**config.mk**
```make
export PLATFORM = sky130hd
export DESIGN_NAME = ms_io_uart
export DESIGN_NICKNAME = d
export VERILOG_FILES = /design/src/rtl/ms_io_uart.sv
export SDC_FILE = /design/constraint.sdc
export NUM_CORES = 1
export LEC_CHECK = 0
export CORE_ASPECT_RATIO = 1.4
export CORE_UTILIZATION = 40
export DETAILED_ROUTE_END_ITERATION = 16
export GPL_TIMING_DRIVEN = 0
export PLACE_DENSITY = 0.62
export SLEW_MARGIN = 20
export SYNTH_ARGS = -nofsm -noshare
export SYNTH_HDL_FRONTEND = slang
export SYNTH_SLANG_ARGS = --single-unit
```
**constraint.sdc**
```tcl
create_clock -name AClkH -period 4.7 [get_ports AClkH]
set_input_delay 0.94 -clock AClkH [delete_from_list [all_inputs] [get_ports AClkH]]
set_output_delay 0.94 -clock AClkH [all_outputs]
set_load 0.02 [all_outputs]
```
**src/rtl/ms_io_uart.sv**
```systemverilog
`default_nettype none
//==============================================================================
//  Module   : ms_io_uart
//  Purpose  : IO-bus target holding an 8N1 UART. It has a TX FIFO, a
//             single-entry RX holding register and a programmable baud
//             divider. The bit period is BAUD+1 enabled clocks.
//  Ports    : AClkH/AResetH/AClkHEn     clock, sync active-high reset, enable
//             AIoAddr/AIoMosi           IO byte address, write data (right-aligned)
//             AIoWrSize/AIoRdSize       one-hot access sizes, 0 = no access
//             AIoMiso/AIoBusy           registered read data, combinational stall
//             ADataI/ADataO             serial RX (async) / TX lines, idle high
//             AIrq                      interrupt request
//  Config   : MS_UART_IRQ_EN - adds the CTRL register (offset 3) and drives
//             AIrq. Without it, CTRL reads 0 and AIrq is tied low.
//  Revision : 1.0  initial release
//==============================================================================
module ms_io_uart #(
   parameter logic [15:0] CIoBase  = 16'h0010,
   parameter int          CTxDepth = 4,
   parameter logic [15:0] CBaudRst = 16'd15
) (
   input  logic        AClkH,
   input  logic        AResetH,
   input  logic        AClkHEn,
   input  logic [15:0] AIoAddr,
   input  logic [63:0] AIoMosi,
   input  logic [3:0]  AIoWrSize,
   input  logic [3:0]  AIoRdSize,
   output logic [63:0] AIoMiso,
   output logic        AIoBusy,
   input  logic        ADataI,
   output logic        ADataO,
   output logic        AIrq
);
   localparam int              c_ptrW  = (CTxDepth > 1) ? $clog2(CTxDepth) : 1;
   localparam logic [c_ptrW:0] c_depth = (c_ptrW+1)'(CTxDepth);

   typedef enum logic [1:0] {TX_IDLE = 2'd0, TX_START = 2'd1, TX_DATA = 2'd2, TX_STOP = 2'd3} txState_t;
   typedef enum logic [1:0] {RX_IDLE = 2'd0, RX_START = 2'd1, RX_DATA = 2'd2, RX_STOP = 2'd3} rxState_t;

   // ---------------- bus decode ----------------
   logic       w_hit, w_wrAny, w_rdAny;
   logic       w_wrData, w_wrBaud, w_wrCtrl, w_rdData, w_rdStat;
   logic [1:0] w_offset;

   assign w_hit    = (AIoAddr[15:2] == CIoBase[15:2]);
   assign w_offset = AIoAddr[1:0];
   assign w_wrAny  = w_hit & (AIoWrSize != 4'd0);
   // A simultaneous write wins; the read half of the request is dropped.
   assign w_rdAny  = w_hit & (AIoRdSize != 4'd0) & (AIoWrSize == 4'd0);
   assign w_wrData = w_wrAny & (w_offset == 2'd0);
   assign w_wrBaud = w_wrAny & (w_offset == 2'd2);
   assign w_wrCtrl = w_wrAny & (w_offset == 2'd3);
   assign w_rdData = AClkHEn & w_rdAny & (w_offset == 2'd0);
   assign w_rdStat = AClkHEn & w_rdAny & (w_offset == 2'd1);

   // ---------------- baud register ----------------
   logic [15:0] r_baud;
   always_ff @(posedge AClkH) begin
      if (AResetH) begin
         r_baud <= CBaudRst;
      end else if (AClkHEn && w_wrBaud) begin
         if (AIoWrSize == 4'd1) r_baud[7:0] <= AIoMosi[7:0];
         else                   r_baud      <= AIoMosi[15:0];
      end
   end

   // ---------------- TX FIFO ----------------
   logic [7:0]        r_txMem [CTxDepth];
   logic [c_ptrW-1:0] r_txWrPtr, r_txRdPtr;
   logic [c_ptrW:0]   r_txCount;
   logic              w_txEmpty, w_txFull, w_txPush, w_txPop, w_txLoad;

   assign w_txEmpty = (r_txCount == '0);
   assign w_txFull  = (r_txCount == c_depth);
   assign w_txPop   = AClkHEn & w_txLoad;
   // A pop in the same cycle frees a slot, so a full FIFO still accepts the push.
   assign AIoBusy   = w_wrData & w_txFull & ~w_txPop;
   assign w_txPush  = AClkHEn & w_wrData & (~w_txFull | w_txPop);

   always_ff @(posedge AClkH) begin
      if (w_txPush) r_txMem[r_txWrPtr] <= AIoMosi[7:0];
   end

   always_ff @(posedge AClkH) begin
      if (AResetH) begin
         r_txWrPtr <= '0;
         r_txRdPtr <= '0;
         r_txCount <= '0;
      end else begin
         if (w_txPush) r_txWrPtr <= r_txWrPtr + 1'b1;
         if (w_txPop)  r_txRdPtr <= r_txRdPtr + 1'b1;
         if (w_txPush && !w_txPop)      r_txCount <= r_txCount + 1'b1;
         else if (!w_txPush && w_txPop) r_txCount <= r_txCount - 1'b1;
      end
   end

   // ---------------- TX shifter ----------------
   txState_t    r_txState, w_txNext;
   logic [15:0] r_txCnt;
   logic [2:0]  r_txBit;
   logic [7:0]  r_txShift;
   logic        w_txBitEnd, w_txIdle;

   assign w_txBitEnd = (r_txCnt == 16'd0);
   assign w_txIdle   = (r_txState == TX_IDLE);

   always_comb begin
      w_txNext = r_txState;
      w_txLoad = 1'b0;
      case (r_txState)
         TX_IDLE:  if (!w_txEmpty) begin
                      w_txNext = TX_START;
                      w_txLoad = 1'b1;
                   end
         TX_START: if (w_txBitEnd) w_txNext = TX_DATA;
         TX_DATA:  if (w_txBitEnd && (r_txBit == 3'd7)) w_txNext = TX_STOP;
         TX_STOP:  if (w_txBitEnd) begin
                      // Chain straight into the next start bit when data is waiting.
                      if (!w_txEmpty) begin
                         w_txNext = TX_START;
                         w_txLoad = 1'b1;
                      end else begin
                         w_txNext = TX_IDLE;
                      end
                   end
         default:  w_txNext = TX_IDLE;
      endcase
   end

   always_ff @(posedge AClkH) begin
      if (AResetH) begin
         r_txState <= TX_IDLE;
         r_txCnt   <= 16'd0;
         r_txBit   <= 3'd0;
         r_txShift <= 8'd0;
      end else if (AClkHEn) begin
         r_txState <= w_txNext;
         if (w_txLoad) begin
            r_txShift <= r_txMem[r_txRdPtr];
            r_txCnt   <= r_baud;
            r_txBit   <= 3'd0;
         end else if (!w_txIdle) begin
            if (w_txBitEnd) begin
               // Divider is resampled only here, so BAUD writes land on a bit boundary.
               r_txCnt <= r_baud;
               if (r_txState == TX_DATA) begin
                  r_txShift <= {1'b0, r_txShift[7:1]};
                  r_txBit   <= r_txBit + 3'd1;
               end
            end else begin
               r_txCnt <= r_txCnt - 16'd1;
            end
         end
      end
   end

   assign ADataO = (r_txState == TX_START) ? 1'b0 :
                   (r_txState == TX_DATA)  ? r_txShift[0] : 1'b1;

   // ---------------- RX path ----------------
   rxState_t    r_rxState, w_rxNext;
   logic [1:0]  r_rxSync;
   logic        r_rxPrev, w_rxIn, w_rxFall, w_rxSample, w_rxGood, w_rxFrame;
   logic [15:0] r_rxCnt, w_rxHalf;
   logic [2:0]  r_rxBit;
   logic [7:0]  r_rxShift, r_rxByte;
   logic        r_rxValid, r_rxOvf, r_rxFrErr;

   assign w_rxIn     = r_rxSync[1];
   assign w_rxFall   = r_rxPrev & ~w_rxIn;
   assign w_rxSample = (r_rxCnt == 16'd0);
   // (BAUD+1)>>1 without a 17-bit intermediate.
   assign w_rxHalf   = {1'b0, r_baud[15:1]} + {15'd0, r_baud[0]};
   assign w_rxGood   = AClkHEn & (r_rxState == RX_STOP) & w_rxSample & w_rxIn;
   assign w_rxFrame  = AClkHEn & (r_rxState == RX_STOP) & w_rxSample & ~w_rxIn;

   always_comb begin
      w_rxNext = r_rxState;
      case (r_rxState)
         RX_IDLE:  if (w_rxFall) w_rxNext = RX_START;
         RX_START: if (w_rxSample) w_rxNext = w_rxIn ? RX_IDLE : RX_DATA;  // high again = glitch
         RX_DATA:  if (w_rxSample && (r_rxBit == 3'd7)) w_rxNext = RX_STOP;
         RX_STOP:  if (w_rxSample) w_rxNext = RX_IDLE;
         default:  w_rxNext = RX_IDLE;
      endcase
   end

   always_ff @(posedge AClkH) begin
      if (AResetH) begin
         r_rxSync  <= 2'b11;
         r_rxPrev  <= 1'b1;
         r_rxState <= RX_IDLE;
         r_rxCnt   <= 16'd0;
         r_rxBit   <= 3'd0;
         r_rxShift <= 8'd0;
      end else if (AClkHEn) begin
         r_rxSync  <= {r_rxSync[0], ADataI};
         r_rxPrev  <= w_rxIn;
         r_rxState <= w_rxNext;
         if (r_rxState == RX_IDLE) begin
            r_rxBit <= 3'd0;
            if (w_rxFall) r_rxCnt <= (w_rxHalf == 16'd0) ? 16'd0 : w_rxHalf - 16'd1;
         end else if (w_rxSample) begin
            r_rxCnt <= r_baud;
            if (r_rxState == RX_DATA) begin
               r_rxShift <= {w_rxIn, r_rxShift[7:1]};
               r_rxBit   <= r_rxBit + 3'd1;
            end
         end else begin
            r_rxCnt <= r_rxCnt - 16'd1;
         end
      end
   end

   // A byte landing together with a DATA read is not an overflow: the read
   // consumes the old byte while the new one becomes valid.
   always_ff @(posedge AClkH) begin
      if (AResetH) begin
         r_rxByte   <= 8'd0;
         r_rxValid  <= 1'b0;
         r_rxOvf    <= 1'b0;
         r_rxFrErr  <= 1'b0;
      end else begin
         if (w_rxGood)      r_rxByte  <= r_rxShift;
         if (w_rxGood)      r_rxValid <= 1'b1;
         else if (w_rxData_clr(w_rdData)) r_rxValid <= 1'b0;
         if (w_rxGood && r_rxValid && !w_rdData) r_rxOvf <= 1'b1;
         else if (w_rdStat)                      r_rxOvf <= 1'b0;
         if (w_rxFrame)     r_rxFrErr <= 1'b1;
         else if (w_rdStat) r_rxFrErr <= 1'b0;
      end
   end

   function automatic logic w_rxData_clr(input logic rd);
      return rd;
   endfunction

   // ---------------- control / interrupt ----------------
   logic [15:0] w_ctrlRd;
`ifdef MS_UART_IRQ_EN
   logic [1:0] r_ctrl;
   logic       r_irq;
   always_ff @(posedge AClkH) begin
      if (AResetH) begin
         r_ctrl <= 2'b00;
         r_irq  <= 1'b0;
      end else if (AClkHEn) begin
         if (w_wrCtrl) r_ctrl <= AIoMosi[1:0];
         r_irq <= (r_rxValid & r_ctrl[0]) | (w_txEmpty & w_txIdle & r_ctrl[1]);
      end
   end
   assign w_ctrlRd = {14'd0, r_ctrl};
   assign AIrq     = r_irq;
   logic w_unused;
   assign w_unused = &{1'b0, AIoMosi[63:16]};
`else
   assign w_ctrlRd = 16'd0;
   assign AIrq     = 1'b0;
   logic w_unused;
   assign w_unused = &{1'b0, AIoMosi[63:16], w_wrCtrl};
`endif

   // ---------------- read data ----------------
   logic [15:0] w_rdVal;
   logic [63:0] r_miso;

   always_comb begin
      w_rdVal = 16'd0;
      case (w_offset)
         2'd0:    w_rdVal = {8'd0, r_rxByte};
         2'd1:    w_rdVal = {10'd0, r_rxFrErr, r_rxOvf, r_rxValid, w_txFull, w_txEmpty, w_txIdle};
         2'd2:    w_rdVal = r_baud;
         default: w_rdVal = w_ctrlRd;
      endcase
   end

   always_ff @(posedge AClkH) begin
      if (AResetH)      r_miso <= 64'd0;
      else if (AClkHEn) r_miso <= w_rdAny ? {48'd0, w_rdVal} : 64'd0;
   end

   assign AIoMiso = r_miso;

endmodule
`default_nettype wire
```
==> results of run 1 <==
-- per-stage QoR --
| stage | instances | utilization, % |
|---|---|---|
| 3_5_place_dp | 1236 | 46.6 |
| 4_1_cts | 1268 | 49.6 |
| 6_report | 1268 | 49.6 |
| 5_1_grt | 1268 | 49.6 |
| 2_1_floorplan | 928 | - |
| 3_3_place_gp | 1236 | 46.5 |
-- report_power, final --
group	total [mW]	internal (mW)	switching (mW)	leakage [nW]
clock network	1.33	0.745	0.583	0.272
logic	1.91	0.700	1.21	2.29
registers	1.47	1.37	0.0969	1.20
-- cells by family (layout without fill, tap and decap cells) --
logic type,Yosys count,count (layout),synth area share (%)
AND/OR/NAND/NOR,309,309,18.7
AO/OA/AOI/OAI,166,166,13.4
flip-flops,145,145,40.9
buffers and inverters,125,217,8.45
multiplexers,71,71,10.4
XOR/XNOR,40,40,4.44
adder cells (fa/ha/maj),23,23,3.74
other,1,49,0.0475
-- synthesized netlist by cell type (all sizes together) (13+ instances only) --
master,count
mux2i,56
nand2,60
dfxtp,113
nand3,29
inv,19
nor2,114
buf,56
o21ai,54
nor4,15
nand4,13
edfxtp,32
a22oi,17
nor3,28
xnor2,29
ha,22
clkbuf,50
a21oi,38
-- registers in the layout (all words and copies together), names as in the netlist, named ones only --
signal     cells
r_txBit        3
r_txMem       32
r_baud        16
r_txRdPtr      2
r_rxShift      8
r_rxOvf        1
r_txCnt       16
r_rxFrErr      1
r_rxSync       2
r_txCount      3
r_rxBit        3
r_txShift      8
r_rxByte       8
r_txState      2
AIoMiso       16
r_rxState      1
r_txWrPtr      2
r_rxPrev       1
r_rxValid      1
r_rxCnt       16
-- worst paths after layout --
check,start,to,slack [ps],cells past startpoint
min,r_rxOvf$_SDFFE_PP0P_,r_rxOvf$_SDFFE_PP0P_,460,2
max reg2reg,r_txCnt[7]$_SDFFE_PP0P_,r_txCount[2]$_SDFFE_PP0P_,790,12
min reg2reg,r_rxOvf$_SDFFE_PP0P_,r_rxOvf$_SDFFE_PP0P_,460,2
max,r_txCnt[7]$_SDFFE_PP0P_,AIoBusy,670,8
-- worst min-delay path, stage by stage (launching register included) --
cell and delay [ps]:
dfxtp_1 310, nand2_1 50, a21oi_1 50
-- metal layers --
metal / vias to the layer above / share of wire [%] / GRT usage [%]
li1: 3324 / - / -
met1: 3140 / 41 / 24.3
met2: 171 / 53 / 40.5
met3: 37 / 3.8 / 3.69
met4: 0 / 2.4 / 8.64
met5: - / 0 / 0
-- layout make-up --
class / count / area share, %
plain buffers: 106 / 6.23
clock buffers: 17 / 4.45
clock inverters: 15 / 1.61
inverters: 19 / 0.746
multi-input cells: 658 / 43.8
flip-flops and latches: 145 / 33.7
well taps: 248 / 3.24
repair buffers: 60 / 6.28
==> results.cfg, run 1 <==
[synth]
ys_seq_area_share_pct = 40.9
synth_area_leaders = dfxtp_1 (29%), edfxtp_1 (12%), mux2i_1 (7.1%)
synth-main-ff-cell = dfxtp_1
async_reset_ff_share_pct = 0
syn-instance-count = 880
ys_warn_count = 0
avgSynthCellArea_um2 = 8.96
synth_cell_type_count = 63
yosys.area.top_type = dfxtp_1
syn_area_um2 = 7890
synth_top_area_share_pct = 28.7
synth_edf_count = 32
synth.ff_latch_count = 145

[critical_path]
worst_ep_required_time_ps = 3760
crit_family = simple AND/OR/NAND/NOR gates
crit_arrival_ps = 3090
cp_cell_sequence = nor4_1, nor2b_1, a31oi_1, or3_1, clkbuf_1, nand2_1, nor3_1, clkdlybuf4s50_1
cp-start-kind = flop
path_buf_inv = 2
slowest_stage = clkdlybuf4s50_1
criticalPathCategory = flop to output port
slowest_delay_ps = 560
cp_max_fo = 7
cp-end-kind = output port

[die]
die-area_um2 = 20300
dieHeight_um = 168
fp.coreArea_um2 = 19300
ios = 159
start_util_pct = 40.9
rows = 60
chipWidth_um = 121

[layout]
multi_input_area_um2 = 4190
area_growth_pct = 21.3
nets = 1122
layout-drive-gt1-share_pct = 10.7
final_cell_mix = nor2_1 (114), dfxtp_1 (113), nand2_1 (60), clkdlybuf4s50_1 (60), mux2i_1 (56)
final_cell_area_um2 = 9570
n_antenna_cell = 0
fill_cells = 1890
seq_area_um2 = 3220
final_common_cell = nor2_1

[clocking]
numCtsBuffers = 17
cts_max_level = 4
cts_resized = 0
clkLatencyLatePin_ps = 430
holdBufCountCts = 0
cts_setup_buffers = 0
clock_sinks = 145
cts.path.max_buffers = 2
tritoncts = built
cts_root_buffer = clkbuf_16
path_clk_slew_ps = 60

[detailed_routing]
antenna_left = 0
wirelength_um = 21200
wl_per_cell_um = 16.7
dr.pass1.iters = 6
remaining_drc_errors = 0
num_vias = 6672
drt_iter0_drc = 375
post_drt_via_cell_ratio = 5.26

[timing]
setup_viol = 0
fin_setup_tns_ps = 0
min_period_ps = 4030
setup_ws_ps = 667
grt_setup_unrepaired = false
fmax_mhz = 248
clock_skew_ps = 8.76
period_share_pct = 85.8
tightest_slew_ps = 992
hold_violations = 0
slew_headroom_pct = 33.7
fin_hold_ws_ps = 461
drv_slew = 0

[placement]
dp_slack_ps = 406
place.gp.congestion = 0.890
dp_hpwl_um = 15700
placed_area_um2 = 8990
portBuffers = 60

[power_and_ir_drop]
p_total_mw = 4.71
vdd_drop_max_uv = 425
p_leak_nw = 3.76
power.density_nw_per_um2 = 493

[global_routing]
grt_pass1_wl_um = 34000
antenna_found_initial = 0
grt_pass1_vias = 6522
grt_max_degree = 17
grt_overflow = 0
grt_use_total_pct = 21.8

[outcome]
outcome = complete, no violations

[worst_hold_path]
hp-class = flop to flop

[job]
maxCapViolations = 0
No activity file was read; power rests on OpenSTA's default activity.
==> run 2, diff against run 1 <==
Settings changed: SETUP_SLACK_MARGIN set to 0.2.
==> results of run 2 <==
The final DEF is identical to that of run 1; final timing and power are the same.
==> run 3, diff against run 2 <==
Settings changed: PLACE_DENSITY 0.62 to 0.64, TNS_END_PERCENT set to 30.
Clock period 4.7 ns to 3.4 ns, I/O delays scaled along.
==> run 3 against run 2 <==
- die area stayed put
- final cell count rose by 0.32%
- non-clock buffer count increased by 4
- power increased by 43%
- worst setup slack worse by 340 ps
- critical path type is now primary input to flop
- highest routed layer unchanged
==> results.cfg, run 3 (synthesis gave the netlist of run 1 again) <==
[outcome]
outcome = complete, no violations

[timing]
hold_violations = 0
fin_hold_ws_ps = 464
tightest_slew_ps = 864
grt_setup_unrepaired = true
setup_ws_ps = 324
fmax_mhz = 325
period_share_pct = 90.5
drv_slew = 0
setup_viol = 0
clock_skew_ps = 8.70
min_period_ps = 3080
slew_headroom_pct = 42.2

[die]
start_util_pct = 40.9
fp.coreArea_um2 = 19300
die-area_um2 = 20300
chipWidth_um = 121
ios = 159
rows = 60
dieHeight_um = 168

[layout]
nets = 1126
final_common_cell = nor2_1
area_growth_pct = 24.1
layout-drive-gt1-share_pct = 13.4
stdcell_count = 1272
largest_register_ffs = 32
top_register = r_txMem
n_antenna_cell = 0
final_cell_area_um2 = 9790
final_cell_mix = nor2_1 (113), dfxtp_1 (111), nand2_1 (60)

[placement]
dp_slack_ps = -363
portBuffers = 60
dp_hpwl_um = 15500
place.gp.congestion = 0.868
placedCellCount = 1237
placed_area_um2 = 8990

[detailed_routing]
wirelength_um = 21000
num_vias = 6749
antenna_left = 0
wl_per_cell_um = 16.5
remaining_drc_errors = 0
dr.pass1.iters = 7
post_drt_via_cell_ratio = 5.31
drt_iter0_drc = 433

[critical_path]
cp_cell_sequence = clkdlybuf4s50_1, inv_1, or3_1, clkbuf_2, a21oi_4, ha_1, inv_1, fa_1, xor2_1, or3_1, a21oi_1
crit_family = buffers and inverters
criticalPathCategory = primary input to flop
worst_ep_required_time_ps = 3750
cp-end-kind = flop
slowest_stage = clkdlybuf4s50_1
cp_max_fo = 5
cp-start-kind = primary input
crit_arrival_ps = 3430
slowest_delay_ps = 610
path_buf_inv = 4

[global_routing]
grt_pass1_wl_um = 33400
grt_max_degree = 17
grt_pass1_vias = 6412
antenna_found_initial = 0
grt_use_total_pct = 21.3
grt_overflow = 0

[clocking]
cts_max_level = 4
cts.path.max_buffers = 2
holdBufCountCts = 0
path_clk_slew_ps = 70
cts_root_buffer = clkbuf_16
numCtsBuffers = 17
clock_sinks = 145
tritoncts = built
clkLatencyLatePin_ps = 430

[power_and_ir_drop]
vdd_drop_max_uv = 462
power.density_nw_per_um2 = 690
p_total_mw = 6.75
p_leak_nw = 3.89

[job]
maxCapViolations = 0

[worst_hold_path]
hp-class = flop to flop
==> run 3: area by class of cell <==
class | instances | area (um2)
fillers | 1858 | 9510
multi-input cells | 658 | 4330
flip-flops and latches | 145 | 3230
repair buffers | 64 | 623
plain buffers | 106 | 603
clock buffers | 18 | 429
well taps | 248 | 310
clock inverters | 14 | 194
inverters | 19 | 71.3
==> run 3: metal layers <==
metal / share of wire (%) / vias up / track usage [%]
met1: 41 / 3166 / 24.6
met4: 3.5 / 0 / 10.3
met5: 0 / - / 0
met3: 4.2 / 49 / 2.95
met2: 51 / 212 / 38.4
li1: - / 3322 / -
==> run 3: path summary, 6_finish.rpt <==
check | from | end | slack [ps] | cells past startpoint
setup / recovery | AClkHEn | r_txCount[2]$_SDFFE_PP0P_ | 320 | 11
setup reg to reg | r_txCnt[8]$_SDFFE_PP0P_ | r_txCount[2]$_SDFFE_PP0P_ | 330 | 12
hold reg to reg | r_rxPrev$_SDFFE_PP1P_ | r_rxPrev$_SDFFE_PP1P_ | 460 | 2
hold / removal | r_rxPrev$_SDFFE_PP1P_ | r_rxPrev$_SDFFE_PP1P_ | 460 | 2
==> run 3: worst register-to-register path: stages, from the launching register on <==
cell and delay, ps:
dfxtp_1 370, nor4_4 380, nor2b_4 260, a31oi_1 120, or3_1 310, clkbuf_2 170, a21oi_4 140, ha_1 190
inv_1 60, fa_1 380, xor2_1 170, or3_1 310, a21oi_1 140
==> run 3: repair_timing <==
item	CTS	global route
setup endpoints to repair	19	24
pin swaps	0	2
buffers inserted	1	2
gates resized for setup	18	18
==> run 3: power breakdown <==
group / total (mW) / leakage [nW] / switching (mW) / internal [mW]
sequential: 2.06 / 1.20 / 0.158 / 1.90
clock: 1.99 / 0.299 / 0.808 / 1.18
combinational: 2.71 / 2.39 / 1.69 / 1.02
total: 6.75 / 3.89 / 2.65 / 4.10
==> run 3: through the flow <==
step / util (%) / setup TNS [ps]
finish: 50.7 / 0
global route: 50.7 / 0
CTS: 50.3 / 0
detailed placement: 46.6 / -2190
global placement: 46.6 / -8700
floorplan: - / 0
